## src/rtl/mips_pkg.sv

```systemverilog
// Shared types and constants for the MIPS core front end.
package mips_pkg;

   typedef enum logic [1:0] {
      BOOT   = 2'd0,
      RUN    = 2'd1,
      HALTED = 2'd2,
      FAULT  = 2'd3
   } pc_state_t;

   localparam logic [31:0] PC_STEP              = 32'd4;
   localparam logic [31:0] DEFAULT_RESET_VECTOR = 32'h0000_0000;

endpackage

```

## src/rtl/next_pc_mux.sv

```systemverilog
// Next-PC selection: register jump > J-type jump > taken branch > sequential.
module next_pc_mux (
   input  logic [31:0] pc_plus4,
   input  logic        branch_taken,
   input  logic [31:0] branch_offset,
   input  logic        jump,
   input  logic [25:0] jump_index,
   input  logic        jump_reg,
   input  logic [31:0] jump_reg_addr,
   output logic [31:0] next_pc,
   output logic        misaligned
);

   always_comb begin
      next_pc = pc_plus4;
      if (jump_reg) begin
         next_pc = jump_reg_addr;
      end else if (jump) begin
         next_pc = {pc_plus4[31:28], jump_index, 2'b00};
      end else if (branch_taken) begin
         // word offset scaled to bytes; top two offset bits fall off with the wrap
         next_pc = pc_plus4 + {branch_offset[29:0], 2'b00};
      end
   end

   // only a register jump can produce a non-word-aligned target
   assign misaligned = |next_pc[1:0];

endmodule

```

## src/rtl/pc_unit.sv

```systemverilog
// Program-counter stage: PC register, boot hold, halt/fault handling, retire counter.
//
// state  | meaning
// BOOT   | fetch held invalid while the boot counter runs; controls ignored
// RUN    | PC advances/redirects each unstalled cycle; fetch valid
// HALTED | terminal after halt; PC and counter frozen until reset
// FAULT  | terminal after a misaligned redirect; misalign_fault held high
module pc_unit
   import mips_pkg::*;
#(
   parameter logic [31:0] RESET_VECTOR = DEFAULT_RESET_VECTOR,
   parameter int unsigned BOOT_DELAY   = 2
) (
   input  logic        clk,
   input  logic        reset,
   input  logic        stall,
   input  logic        halt,
   input  logic        branch_taken,
   input  logic [31:0] branch_offset,
   input  logic        jump,
   input  logic [25:0] jump_index,
   input  logic        jump_reg,
   input  logic [31:0] jump_reg_addr,
   output logic [31:0] pc,
   output logic [31:0] pc_plus4,
   output logic        pc_valid,
   output logic        misalign_fault,
   output logic [31:0] retired_count
);

   // BOOT exits on the edge where the incremented count would reach BOOT_DELAY;
   // a delay of 0 behaves like 1 (one invalid cycle before the first edge).
   localparam logic [4:0] BOOT_LAST = (BOOT_DELAY == 0) ? 5'd0 : 5'(BOOT_DELAY - 1);

   pc_state_t   state, state_nx;
   logic [31:0] pc_q, pc_nx;
   logic [3:0]  boot_cnt, boot_cnt_nx;
   logic [31:0] retired_q, retired_nx;
   logic        fault_q, fault_nx;
   logic [31:0] next_pc;
   logic        misaligned;
   logic        boot_done;

   assign pc_plus4  = pc_q + PC_STEP;
   assign boot_done = ({1'b0, boot_cnt} >= BOOT_LAST);

   next_pc_mux u_next_pc_mux (
      .pc_plus4      (pc_plus4),
      .branch_taken  (branch_taken),
      .branch_offset (branch_offset),
      .jump          (jump),
      .jump_index    (jump_index),
      .jump_reg      (jump_reg),
      .jump_reg_addr (jump_reg_addr),
      .next_pc       (next_pc),
      .misaligned    (misaligned)
   );

   always_ff @(posedge clk or posedge reset) begin
      if (reset) begin
         state     <= BOOT;
         pc_q      <= RESET_VECTOR;
         boot_cnt  <= '0;
         retired_q <= '0;
         fault_q   <= 1'b0;
      end else begin
         state     <= state_nx;
         pc_q      <= pc_nx;
         boot_cnt  <= boot_cnt_nx;
         retired_q <= retired_nx;
         fault_q   <= fault_nx;
      end
   end

   always_comb begin
      state_nx    = state;
      pc_nx       = pc_q;
      boot_cnt_nx = boot_cnt;
      retired_nx  = retired_q;
      fault_nx    = fault_q;
      case (state)
         BOOT: begin
            boot_cnt_nx = boot_cnt + 4'd1;
            if (boot_done) begin
               state_nx = RUN;
            end
         end
         RUN: begin
            // halt outranks stall, and both outrank a misaligned redirect
            if (halt) begin
               state_nx = HALTED;
            end else if (!stall) begin
               if (misaligned) begin
                  state_nx = FAULT;
                  fault_nx = 1'b1;
               end else begin
                  pc_nx      = next_pc;
                  retired_nx = retired_q + 32'd1;
               end
            end
         end
         default: ;
      endcase
   end

   assign pc             = pc_q;
   assign pc_valid       = (state == RUN);
   assign misalign_fault = fault_q;
   assign retired_count  = retired_q;

endmodule

```

## config.mk

```make
export PLATFORM = sky130hd
export DESIGN_NAME = pc_unit
export DESIGN_NICKNAME = d
export VERILOG_FILES = /design/src/rtl/mips_pkg.sv /design/src/rtl/next_pc_mux.sv /design/src/rtl/pc_unit.sv
export SDC_FILE = /design/constraint.sdc
export NUM_CORES = 1
export LEC_CHECK = 0
export CAP_MARGIN = 20
export CORE_UTILIZATION = 40
export DETAILED_ROUTE_END_ITERATION = 7
export GPL_TIMING_DRIVEN = 0
export PLACE_DENSITY = 0.71
export SETUP_SLACK_MARGIN = 0.1
export SKIP_CTS_REPAIR_TIMING = 1
export SLEW_MARGIN = 20
export SYNTH_ARGS = -nofsm -noshare
export SYNTH_HDL_FRONTEND = slang
export SYNTH_SLANG_ARGS = --single-unit
```

## constraint.sdc

```tcl
create_clock -name clk -period 7.4 [get_ports clk]
set_clock_uncertainty 0.2 [all_clocks]
set_input_delay 1.48 -clock clk [delete_from_list [all_inputs] [get_ports clk]]
set_output_delay 1.48 -clock clk [all_outputs]
set_load 0.1 [all_outputs]
```

* After elaboration in Yosys (flattened, before gate mapping)
Index checks and enable logic that the tools add are counted.
Widths: inputs -> output; s select.
** Word-level totals
- Output and inout port bits :: 98
- Logic and storage cells :: 31
- Input port bits :: 97
- Register bits :: 71
** Cells by class
- Equal/unequal tests :: 4
- Add/subtract/negate cells :: 4
- Order comparisons :: 1
- Bitwise logic cells :: 3
- Muxes and demuxes :: 8
- Reduce and logical (&&, ||, !) cells :: 6
** Operators with widths (count)
- $mux 32 :: 3
- $add 32x1->32 const B :: 1
- $add 32x3->32 const B :: 1
- $add 32x32->32 :: 1
- $reduce_and 4->1 :: 3
- $mux 2 :: 4
- $add 4x1->4 const B :: 1
- $ge 4x1->1 const B :: 1
- $pmux 2 s2 :: 1
- $ne 3x2->1 const B :: 1
- $ne 3x3->1 const B :: 1
- $not 1->1 :: 3
- $eq 2x1->1 const B :: 1
- $logic_not 2->1 :: 1
- $ne 2x2->1 const B :: 1
- $reduce_bool 2->1 :: 1
- $reduce_or 2->1 :: 1

* Depth between registers and ports, before layout
Gate-level depths: netlist (run 1).
- Depth after elaboration :: 10
- Gate-level depth with buffers :: 15
- Mapped depth without buffers :: 15

* Hierarchy
A second synthesis (run 1) with hierarchy kept.
** Second synthesis, totals
- Cells, all modules :: 718
- Area, all modules :: 5915.7 sq um
** By module, submodules not included
- pc_unit :: cells each 372, instances 1, seq. area each 1776.7 sq um, area each 3527.1 sq um
- next_pc_mux :: cells each 346, instances 1, seq. area each 0.0 sq um, area each 2388.5 sq um

* Worst setup path after synthesis (run 1)
OpenSTA, ideal clock, no wires.
- Path type :: register -> register
- Start point :: register pc_q[2] (netlist: pc[2])
- End point :: register pc_q[27] (netlist: pc[27])
- Required time :: 7113 ps
- Clock period less this slack :: 5826 ps
- Slack :: 1574 ps
- Cell stages (with the launch flop) :: 15
- Arrival time :: 5539 ps
- Path buffers :: 0
- Library setup time :: 87 ps
- Path through :: dfrtp_1 > ha_1 > nand3_1 > nor4_4 > nand3_1 > xnor2_1 > ha_1 > a21oi_1 > o211ai_1 > a21oi_1 > inv_1 > o31ai_1 > xor2_1 > a211o_1 > o211ai_1
** On the way
- Cells in the longest elaborated chain, start to end :: 5
** RTL lines
- from (decl) :: RTL line pc_unit.sv:36 : logic [31:0] pc_q, pc_nx;
- from (signal assigned) :: RTL line pc_unit.sv:68 : pc_q <= pc_nx;
- $add 32x3->32 :: RTL line pc_unit.sv:44 : assign pc_plus4 = pc_q + PC_STEP;
- via pc_plus4[20] :: RTL line pc_unit.sv:25 : output logic [31:0] pc_plus4,
- $add 32x32->32 :: RTL line next_pc_mux.sv:22 : next_pc = pc_plus4 + {branch_offset[29:0], 2'b00};
- $mux 32 :: RTL line next_pc_mux.sv:20 : end else if (branch_taken) begin
- $mux 32 :: RTL line next_pc_mux.sv:18 : end else if (jump) begin
- $mux 32 :: RTL line next_pc_mux.sv:16 : if (jump_reg) begin
The timed path passes the listed nets, and every way through them passes these cells.
A chain may end at the register's enable or synchronous reset.

* Final worst setup path (run 1)
- Start point :: register pc_q[2] (netlist: pc[2])
- End point :: output pc_plus4[26]
** On the way
- Cells in the longest elaborated chain, start to end :: 1
** RTL lines (RTL line)
- $add 32x3->32 :: pc_unit.sv:44
- to (decl) :: pc_unit.sv:25
No other way between the ends.

==> qor.json, run 1 <==
{
  "outcome": {
    "run_status": "completed"
  },
  "worst_setup_path": {
    "crit_path_arrival_time_ns": 3.67,
    "category_of_the_worst_setup_path_capture_point": "output port",
    "worst_r2r_startpoint": "pc[2]",
    "critPathSlowestCell": "clkdlybuf4s50_1",
    "r2r_cells": 14,
    "worstPathRequired_ns": 5.72,
    "timing.critical_path.fanout_max": 6,
    "start_kind": "flip-flop",
    "r2r_end": "pc[25]",
    "critical_path.cell_chain": "ha_1 -> nand3_1 -> nor4_4 -> nand2_1 -> nor2_1 -> xor2_1 -> clkdlybuf4s50_1",
    "timing.critical_path.slowest_cell_delay_ns": 1.20,
    "ff2ff_setup_slack_ns": 3.03,
    "kind_of_critical_path": "flip-flop to output port"
  },
  "detailed_routing": {
    "number_of_vias_per_cell": 5.70,
    "post-route-drc-count": 0,
    "violation_count_after_the_first_detailed_route_iteration": 541,
    "drtPass1Iterations": 5,
    "avg_wl_per_cell_um": 18.6,
    "antenna_left": 0,
    "routed-via-count": 6385,
    "detail_route.wirelength_um": 20900
  },
  "cells_and_area": {
    "antenna_cells_inserted": 0,
    "post_layout_nonfiller_instances": 1121,
    "drive_gt1_share_pct": 5.34,
    "area_delta_synth_final_pct": 40.8,
    "finalNetCount": 1070
  },
  "timing": {
    "rsz_0062_raised_after_global_routing": "false",
    "worst_pin_slew_ns": 1.03,
    "finalMaxSlewViolations": 0,
    "final.period_utilization_pct": 72.4,
    "setup_viol": 0,
    "period_needed_ns": 5.35,
    "worst_path_setup_slack_after_routing_ns": 2.05,
    "fmax_mhz": 187,
    "finalSetupTns_ns": 0,
    "hold_viol": 0,
    "slew_headroom_pct": 31.2
  },
  "place": {
    "routabilityCongestion": 0.971,
    "dpl.hpwl_um": 16500,
    "placed_cells": 1105,
    "place_ws_ns": 2.47,
    "numPortBuffers": 190
  },
  "power": {
    "power_frac_comb_pct": 47.9,
    "power.total_mw": 1.69,
    "p_sw_mw": 0.784,
    "clockPowerShare_pct": 25.3,
    "ir_worst_vdd_mv": 0.130,
    "power.sequential.fraction_pct": 26.8,
    "netSwitchingFraction_pct": 46.5,
    "powerDensity_nw_per_um2": 200,
    "cell_internal_pwr_mw": 0.902,
    "p_leak_nw": 3.62
  },
  "synthesis": {
    "synth.top_cells.by_area": "dfrtp_1 (30%), ha_1 (8.3%), xnor2_1 (8.0%), nand2_1 (4.9%), a21oi_1 (4.8%)",
    "synth_largest_area_cell": "dfrtp_1",
    "synth.ff_latch_count": 71,
    "syn-instance-count": 730,
    "count_of_distinct_cell_types_in_the_synthesized_netlist": 73,
    "syn_std_cell_area_um2": 6000,
    "synth_edf_count": 0,
    "async_reset_ff_share_pct": 100,
    "postSynthNetCount": 868,
    "synthDominantCellAreaShare_pct": 29.6,
    "synth_top_flop_cell": "dfrtp_1",
    "sequential_area_share_after_synthesis_pct": 29.6,
    "mean_syn_cell_area_um2": 8.22,
    "ys_warn_count": 0
  },
  "hold_path": {
    "hold_path_startpoint": "retired_count[31]",
    "holdCritPathClass": "flip-flop to flip-flop",
    "timing.hold.worst_endpoint": "retired_count[31]",
    "whs_path_depth": 1
  },
  "floorplanning": {
    "num_io_pins": 195,
    "fp.dieArea_um2": 15500,
    "floorplan.initialDensity_pct": 41.1,
    "number_of_standard_cell_rows_in_the_floorplan": 44,
    "die_width_um": 124,
    "core_area_um2": 14600,
    "dieHeight_um": 124
  },
  "clocking": {
    "cts.htree.levels": 3,
    "clockBufferDepth": 2,
    "cts_sinks": 71,
    "cts_tree": "done",
    "cts-buffers-inserted": 9,
    "clkLatencyLatePin_ns": 0.34,
    "clock-root-buffer": "clkbuf_16",
    "clk_pin_slew_worst_paths_ns": 0.06
  },
  "global_route": {
    "grt_first_pass_wirelength_um": 32700,
    "globalRouteTotalUtil_pct": 26.8,
    "grt_pass1_vias": 6079,
    "grt_start_max_net_pins": 46,
    "gr-total-overflow": 0,
    "initial_antenna_violation_count": 0
  },
  "job": {
    "max-cap-violations": 0
  }
}
==> Yosys cell counts (3+ instances only) <==
cell	instances
a211o_1	4
a211oi_1	12
a21o_1	16
a21oi_1	58
a221o_1	5
a31oi_1	5
and2_1	4
and3_1	11
buf_2	9
clkbuf_1	22
dfrtp_1	71
ha_1	40
inv_1	21
mux2i_1	5
nand2_1	78
nand2b_1	6
nand3_1	41
nand4_1	20
nor2_1	69
nor3_1	9
o211ai_1	9
o21a_1	3
o21ai_0	47
o21ai_1	3
o21bai_1	4
o22ai_1	6
o31ai_1	9
or3_1	11
xnor2_1	55
xor2_1	25
==> layout make-up <==
cell class | instances | area, µm²
timing repair buffer | 191 | 1930
clock buffer | 9 | 225
inverter | 21 | 81.3
multi-input combinational | 604 | 4000
clock inverter | 7 | 62.6
buffer | 34 | 148
tap | 184 | 230
sequential | 71 | 1780
fill | 1353 | 6140
==> through the flow <==
stage	instance area, µm²	util (%)	hold WS, ns
finish	8450	57.9	0.266
global route	8450	57.9	0.293
CTS	8450	57.9	0.272
detailed placement	8160	56.0	0.264
global placement	8130	55.8	0.239
floorplan	6000	-	0.247
==> registers in the layout, summed over array words and instances, names as in the netlist <==
| name | cells |
|---|---|
| retired_count | 32 |
| misalign_fault | 1 |
| pc | 32 |
| boot_cnt | 4 |
| state | 2 |
==> critical path, delay by kind of cell, from the launching register on <==
kind / cells / cell delay [ns]
AND/OR/NAND/NOR: 4 / 1.13
XOR/XNOR: 1 / 0.30
buffers and inverters: 1 / 1.20
adder cells (fa/ha/maj): 1 / 0.27
flip-flops: 1 / 0.43
==> worst max-delay path by stage <==
stage / from / end / slack [ns] / cells after the start
after floorplan: pc[2] / pc[27] / 1.57 / 14
after global placement: pc[2] / pc_plus4[26] / 2.47 / 7
after detailed placement: pc[2] / pc_plus4[26] / 2.47 / 7
after CTS: pc[2] / pc_plus4[26] / 2.09 / 7
after global routing: pc[2] / pc_plus4[26] / 1.97 / 7
final: pc[2] / pc_plus4[26] / 2.05 / 7
==> placed cells by master, fill, tap and decap left out, types with 3 or more instances in the layout <==
cell	netlist	layout
a21o_1	16	16
o31ai_1	9	9
xnor2_1	55	55
o21ai_1	3	3
and3_1	11	11
dfrtp_1	71	71
nand2_1	78	78
clkbuf_16	0	9
a221o_1	5	5
nand3_1	41	41
a31oi_1	5	5
o22ai_1	6	6
o211ai_1	9	9
clkdlybuf4s50_1	0	190
clkbuf_1	22	22
a211oi_1	12	12
mux2i_1	5	5
ha_1	40	40
o21a_1	3	3
a21oi_1	58	58
nor2_1	69	69
a211o_1	4	4
nand2b_1	6	6
buf_2	9	9
nand4_1	20	20
o21bai_1	4	4
inv_1	21	20
and2_1	4	4
nor3_1	9	9
or3_1	11	11
clkinvlp_4	0	3
xor2_1	25	25
o21ai_0	47	47
==> layer usage <==
metal	GRT usage [%]	share of wire [%]	vias to the layer above
met1	36.6	43	2974
met2	42.5	45	321
li1	-	-	3041
met3	4.38	8.4	49
met5	0	0	-
met4	9.92	3.0	0
==> cell families (layout without fill, tap and decap cells) <==
| family | after synthesis | after routing | share of synthesized area, % |
|---|---|---|---|
| flip-flops | 71 | 71 | 29.6 |
| XOR/XNOR | 81 | 81 | 11.9 |
| AND/OR/NAND/NOR | 273 | 273 | 23.1 |
| AO/OA/AOI/OAI | 204 | 204 | 22.1 |
| adder cells (fa/ha/maj) | 41 | 41 | 8.67 |
| multiplexers | 5 | 5 | 0.834 |
| buffers and inverters | 55 | 262 | 3.77 |
==> power groups by stage <==
stage	Clock [mW]	Sequential, mW	Combinational [mW]
4_1_cts	0.433	0.451	0.803
2_1_floorplan	0	0.593	0.439
3_5_place_dp	0	0.458	0.799
3_3_place_gp	0	0.458	0.795
6_report	0.427	0.452	0.808
5_1_grt	0.449	0.456	0.856
Note: power is estimated with default switching activity, not from simulation.
==> inputs of run 2 (changes only) <==
Settings changed: PLACE_DENSITY 0.71 to 0.74.
Clock period 7.4 ns to 4.9 ns, I/O delays scaled along.
==> qor.json, run 2 (synthesized netlist as in run 1, its figures left out) <==
{
  "job": {
    "max-cap-violations": {"value": 0, "change": "unchanged"}
  },
  "global_route": {
    "gr-total-overflow": {"value": 0, "change": "unchanged"},
    "grt_start_max_net_pins": {"value": 45, "change": "was 46"},
    "initial_antenna_violation_count": {"value": 0, "change": "unchanged"},
    "grt_first_pass_wirelength": {"value": 33600, "unit": "µm", "change": "was 32,700 µm"},
    "globalRouteTotalUtil": {"value": 27.5, "unit": "%", "change": "was 26.8%"},
    "grt_pass1_vias": {"value": 6012, "change": "was 6,079"}
  },
  "place": {
    "routabilityCongestion": {"value": 0.938, "change": "was 0.971"},
    "numPortBuffers": {"value": 190, "change": "unchanged"},
    "place_ws": {"value": 0.249, "unit": "ns", "change": "was 2.47 ns"},
    "dpl.hpwl": {"value": 16700, "unit": "µm", "change": "was 16,500 µm"}
  },
  "timing": {
    "rsz_0062_raised_after_global_routing": {"value": "true", "change": "was false"},
    "final.period_utilization_pct": 95.1,
    "finalSetupTns": {"value": 0, "unit": "ns", "change": "unchanged"},
    "fmax_mhz": 215,
    "worst_path_setup_slack_after_routing": {"value": 0.239, "unit": "ns", "change": "was 2.05 ns"},
    "setup_viol": {"value": 0, "change": "unchanged"},
    "finalMaxSlewViolations": {"value": 0, "change": "unchanged"},
    "hold_viol": {"value": 0, "change": "unchanged"},
    "slew_headroom": {"value": 29.2, "unit": "%", "change": "was 31.2%"},
    "period_needed_ns": 4.66,
    "worst_pin_slew": {"value": 1.06, "unit": "ns", "change": "was 1.03 ns"}
  },
  "detailed_routing": {
    "highest_metal_layer_with_signal_wires": {"value": "met4", "change": "unchanged"},
    "post-route-drc-count": {"value": 0, "change": "unchanged"},
    "avg_wl_per_cell": {"value": 19.1, "unit": "µm", "change": "was 18.6 µm"},
    "antenna_left": {"value": 0, "change": "unchanged"},
    "met3_wirelength": {"value": 1630, "unit": "µm", "change": "was 1760 µm"},
    "drtPass1Iterations": {"value": 7, "change": "was 5"},
    "sum_of_routed_wire_segments_on_met1": {"value": 9340, "unit": "µm", "change": "was 9050 µm"},
    "detail_route.wirelength": {"value": 21400, "unit": "µm", "change": "was 20,900 µm"},
    "number_of_vias_per_cell": {"value": 5.77, "change": "was 5.70"},
    "routed-via-count": {"value": 6463, "change": "was 6,385"},
    "met2WireLength": {"value": 9910, "unit": "µm", "change": "was 9430 µm"},
    "violation_count_after_the_first_detailed_route_iteration": {"value": 505, "change": "was 541"}
  },
  "worst_setup_path": {
    "worstPathRequired": {"value": 3.72, "unit": "ns", "change": "was 5.72 ns"},
    "crit_path_arrival_time": {"value": 3.48, "unit": "ns", "change": "was 3.67 ns"},
    "r2r_cells": {"value": 13, "change": "was 14"},
    "timing.critical_path.fanout_max": {"value": 6, "change": "unchanged"},
    "timing.critical_path.slowest_cell_delay": {"value": 0.77, "unit": "ns", "change": "was 1.20 ns"},
    "start_kind": {"value": "flip-flop", "change": "unchanged"},
    "kind_of_critical_path": {"value": "flip-flop to output port", "change": "unchanged"},
    "category_of_the_worst_setup_path_capture_point": {"value": "output port", "change": "unchanged"},
    "critical_path.cell_chain": {"value": "ha_1 -> nand3_1 -> nor4_4 -> nand2_1 -> nor2_1 -> xor2_4 -> dlymetal6s2s_1", "change": "was ha_1 -> nand3_1 -> nor4_4 -> nand2_1 -> nor2_1 -> xor2_1 -> clkdlybuf4s50_1"},
    "critPathSlowestCell": {"value": "dlymetal6s2s_1", "change": "was clkdlybuf4s50_1"}
  },
  "floorplanning": {
    "floorplan.initialDensity": {"value": 41.1, "unit": "%", "change": "unchanged"},
    "dieHeight": {"value": 124, "unit": "µm", "change": "unchanged"},
    "fp.dieArea": {"value": 15500, "unit": "µm²", "change": "unchanged"},
    "num_io_pins": {"value": 195, "change": "unchanged"},
    "number_of_standard_cell_rows_in_the_floorplan": {"value": 44, "change": "unchanged"},
    "core_area": {"value": 14600, "unit": "µm²", "change": "unchanged"},
    "die_width": {"value": 124, "unit": "µm", "change": "unchanged"}
  },
  "clocking": {
    "clkLatencyLatePin": {"value": 0.34, "unit": "ns", "change": "about the same"},
    "cts-buffers-inserted": {"value": 9, "change": "unchanged"},
    "clock-root-buffer": {"value": "clkbuf_16", "change": "unchanged"},
    "cts_sinks": {"value": 71, "change": "unchanged"},
    "cts_tree": {"value": "done", "change": "unchanged"},
    "cts.htree.levels": {"value": 3, "change": "unchanged"},
    "clockBufferDepth": {"value": 2, "change": "unchanged"},
    "clk_pin_slew_worst_paths": {"value": 0.07, "unit": "ns", "change": "was 0.06 ns"}
  },
  "power": {
    "netSwitchingFraction": {"value": 46.6, "unit": "%", "change": "was 46.5%"},
    "clockPowerShare": {"value": 25.4, "unit": "%", "change": "was 25.3%"},
    "ir_worst_vdd": {"value": 0.163, "unit": "mV", "change": "was 0.130 mV"},
    "powerDensity": {"value": 294, "unit": "nW/µm²", "change": "was 200 nW/µm²"},
    "power.sequential.fraction": {"value": 26.9, "unit": "%", "change": "was 26.8%"},
    "power.total": {"value": 2.60, "unit": "mW", "change": "was 1.69 mW"},
    "cell_internal_pwr": {"value": 1.39, "unit": "mW", "change": "was 0.902 mW"},
    "power_frac_comb": {"value": 47.7, "unit": "%", "change": "was 47.9%"},
    "p_sw": {"value": 1.21, "unit": "mW", "change": "was 0.784 mW"},
    "p_leak": {"value": 3.87, "unit": "nW", "change": "was 3.62 nW"}
  },
  "cells_and_area": {
    "drive_gt1_share": {"value": 9.50, "unit": "%", "change": "was 5.34%"},
    "final_common_cell": {"value": "clkdlybuf4s50_1", "change": "unchanged"},
    "area_delta_synth_final": {"value": 47.6, "unit": "%", "change": "was 40.8%"},
    "finalNetCount": {"value": 1070, "change": "unchanged"},
    "antenna_cells_inserted": {"value": 0, "change": "unchanged"},
    "layout.cells.most_common_list": {"value": "clkdlybuf4s50_1 (180), nand2_1 (78), nor2_1 (69)", "change": "was clkdlybuf4s50_1 (190), nand2_1 (78), dfrtp_1 (71)"}
  },
  "outcome": {
    "run_status": {"value": "completed", "change": "unchanged"}
  },
  "hold_path": {
    "holdCritPathClass": {"value": "flip-flop to flip-flop", "change": "unchanged"},
    "whs_path_depth": {"value": 1, "change": "unchanged"}
  }
}
==> run 2: critical path, delay by kind of cell (launching register included) <==
family / cells / cell delay (ns)
xor gates and xnor gates: 1 / 0.22
and+or+nand+nor: 4 / 1.43
buffers and inverters: 1 / 0.77
DFF: 1 / 0.42
adders and majority gates: 1 / 0.28
==> run 2: path summary, 6_finish.rpt <==
path	start	slack [ns]	end
worst max register to register	pc[2]	0.40	pc[31]
max in group asynchronous	reset	3.13	retired_count[2]
min in group asynchronous	reset	0.81	retired_count[31]
worst min-delay path	misalign_fault	0.26	misalign_fault
worst min register to register	misalign_fault	0.26	misalign_fault
worst max-delay path	pc[2]	0.24	pc_plus4[26]
==> run 2: metrics by stage <==
stage	utilization, %	hold slack (ns)	std cells	instance area [µm²]
final	60.7	0.262	1121	8860
after global routing	60.7	0.287	1121	8860
after CTS	60.5	0.264	1121	8830
after detailed placement	58.6	0.248	1105	8540
after global placement	58.4	0.238	1104	8510
after floorplan	-	0.247	730	6380
==> run 2: cell type report <==
type | instances | area, µm²
Sequential cell | 71 | 1790
Tap cell | 184 | 230
Inverter | 21 | 81.3
Buffer | 34 | 148
Multi-Input combinational cell | 604 | 4360
Timing Repair Buffer | 191 | 1950
Clock inverter | 7 | 61.3
Clock buffer | 9 | 225
Fill cell | 1265 | 5730
==> run 2: power by group through the flow <==
| stage | Clock, mW | Combinational, mW | Sequential (mW) |
|---|---|---|---|
| floorplan | 0 | 0.692 | 0.913 |
| global placement | 0 | 1.22 | 0.709 |
| detailed placement | 0 | 1.23 | 0.710 |
| CTS | 0.667 | 1.23 | 0.699 |
| global route | 0.690 | 1.31 | 0.708 |
| finish | 0.660 | 1.24 | 0.700 |
==> run 2: layer usage <==
layer / global-route usage, % / up-vias
met5: 0 / -
met4: 8.36 / 0
met3: 4.21 / 33
met2: 44.2 / 341
met1: 38.0 / 3045
li1: - / 3044
==> inputs of run 3 (changes only) <==
Settings changed: CAP_MARGIN 20 to default.
==> results of run 3 <==
Final layout, timing and power as in run 2 (identical DEF).
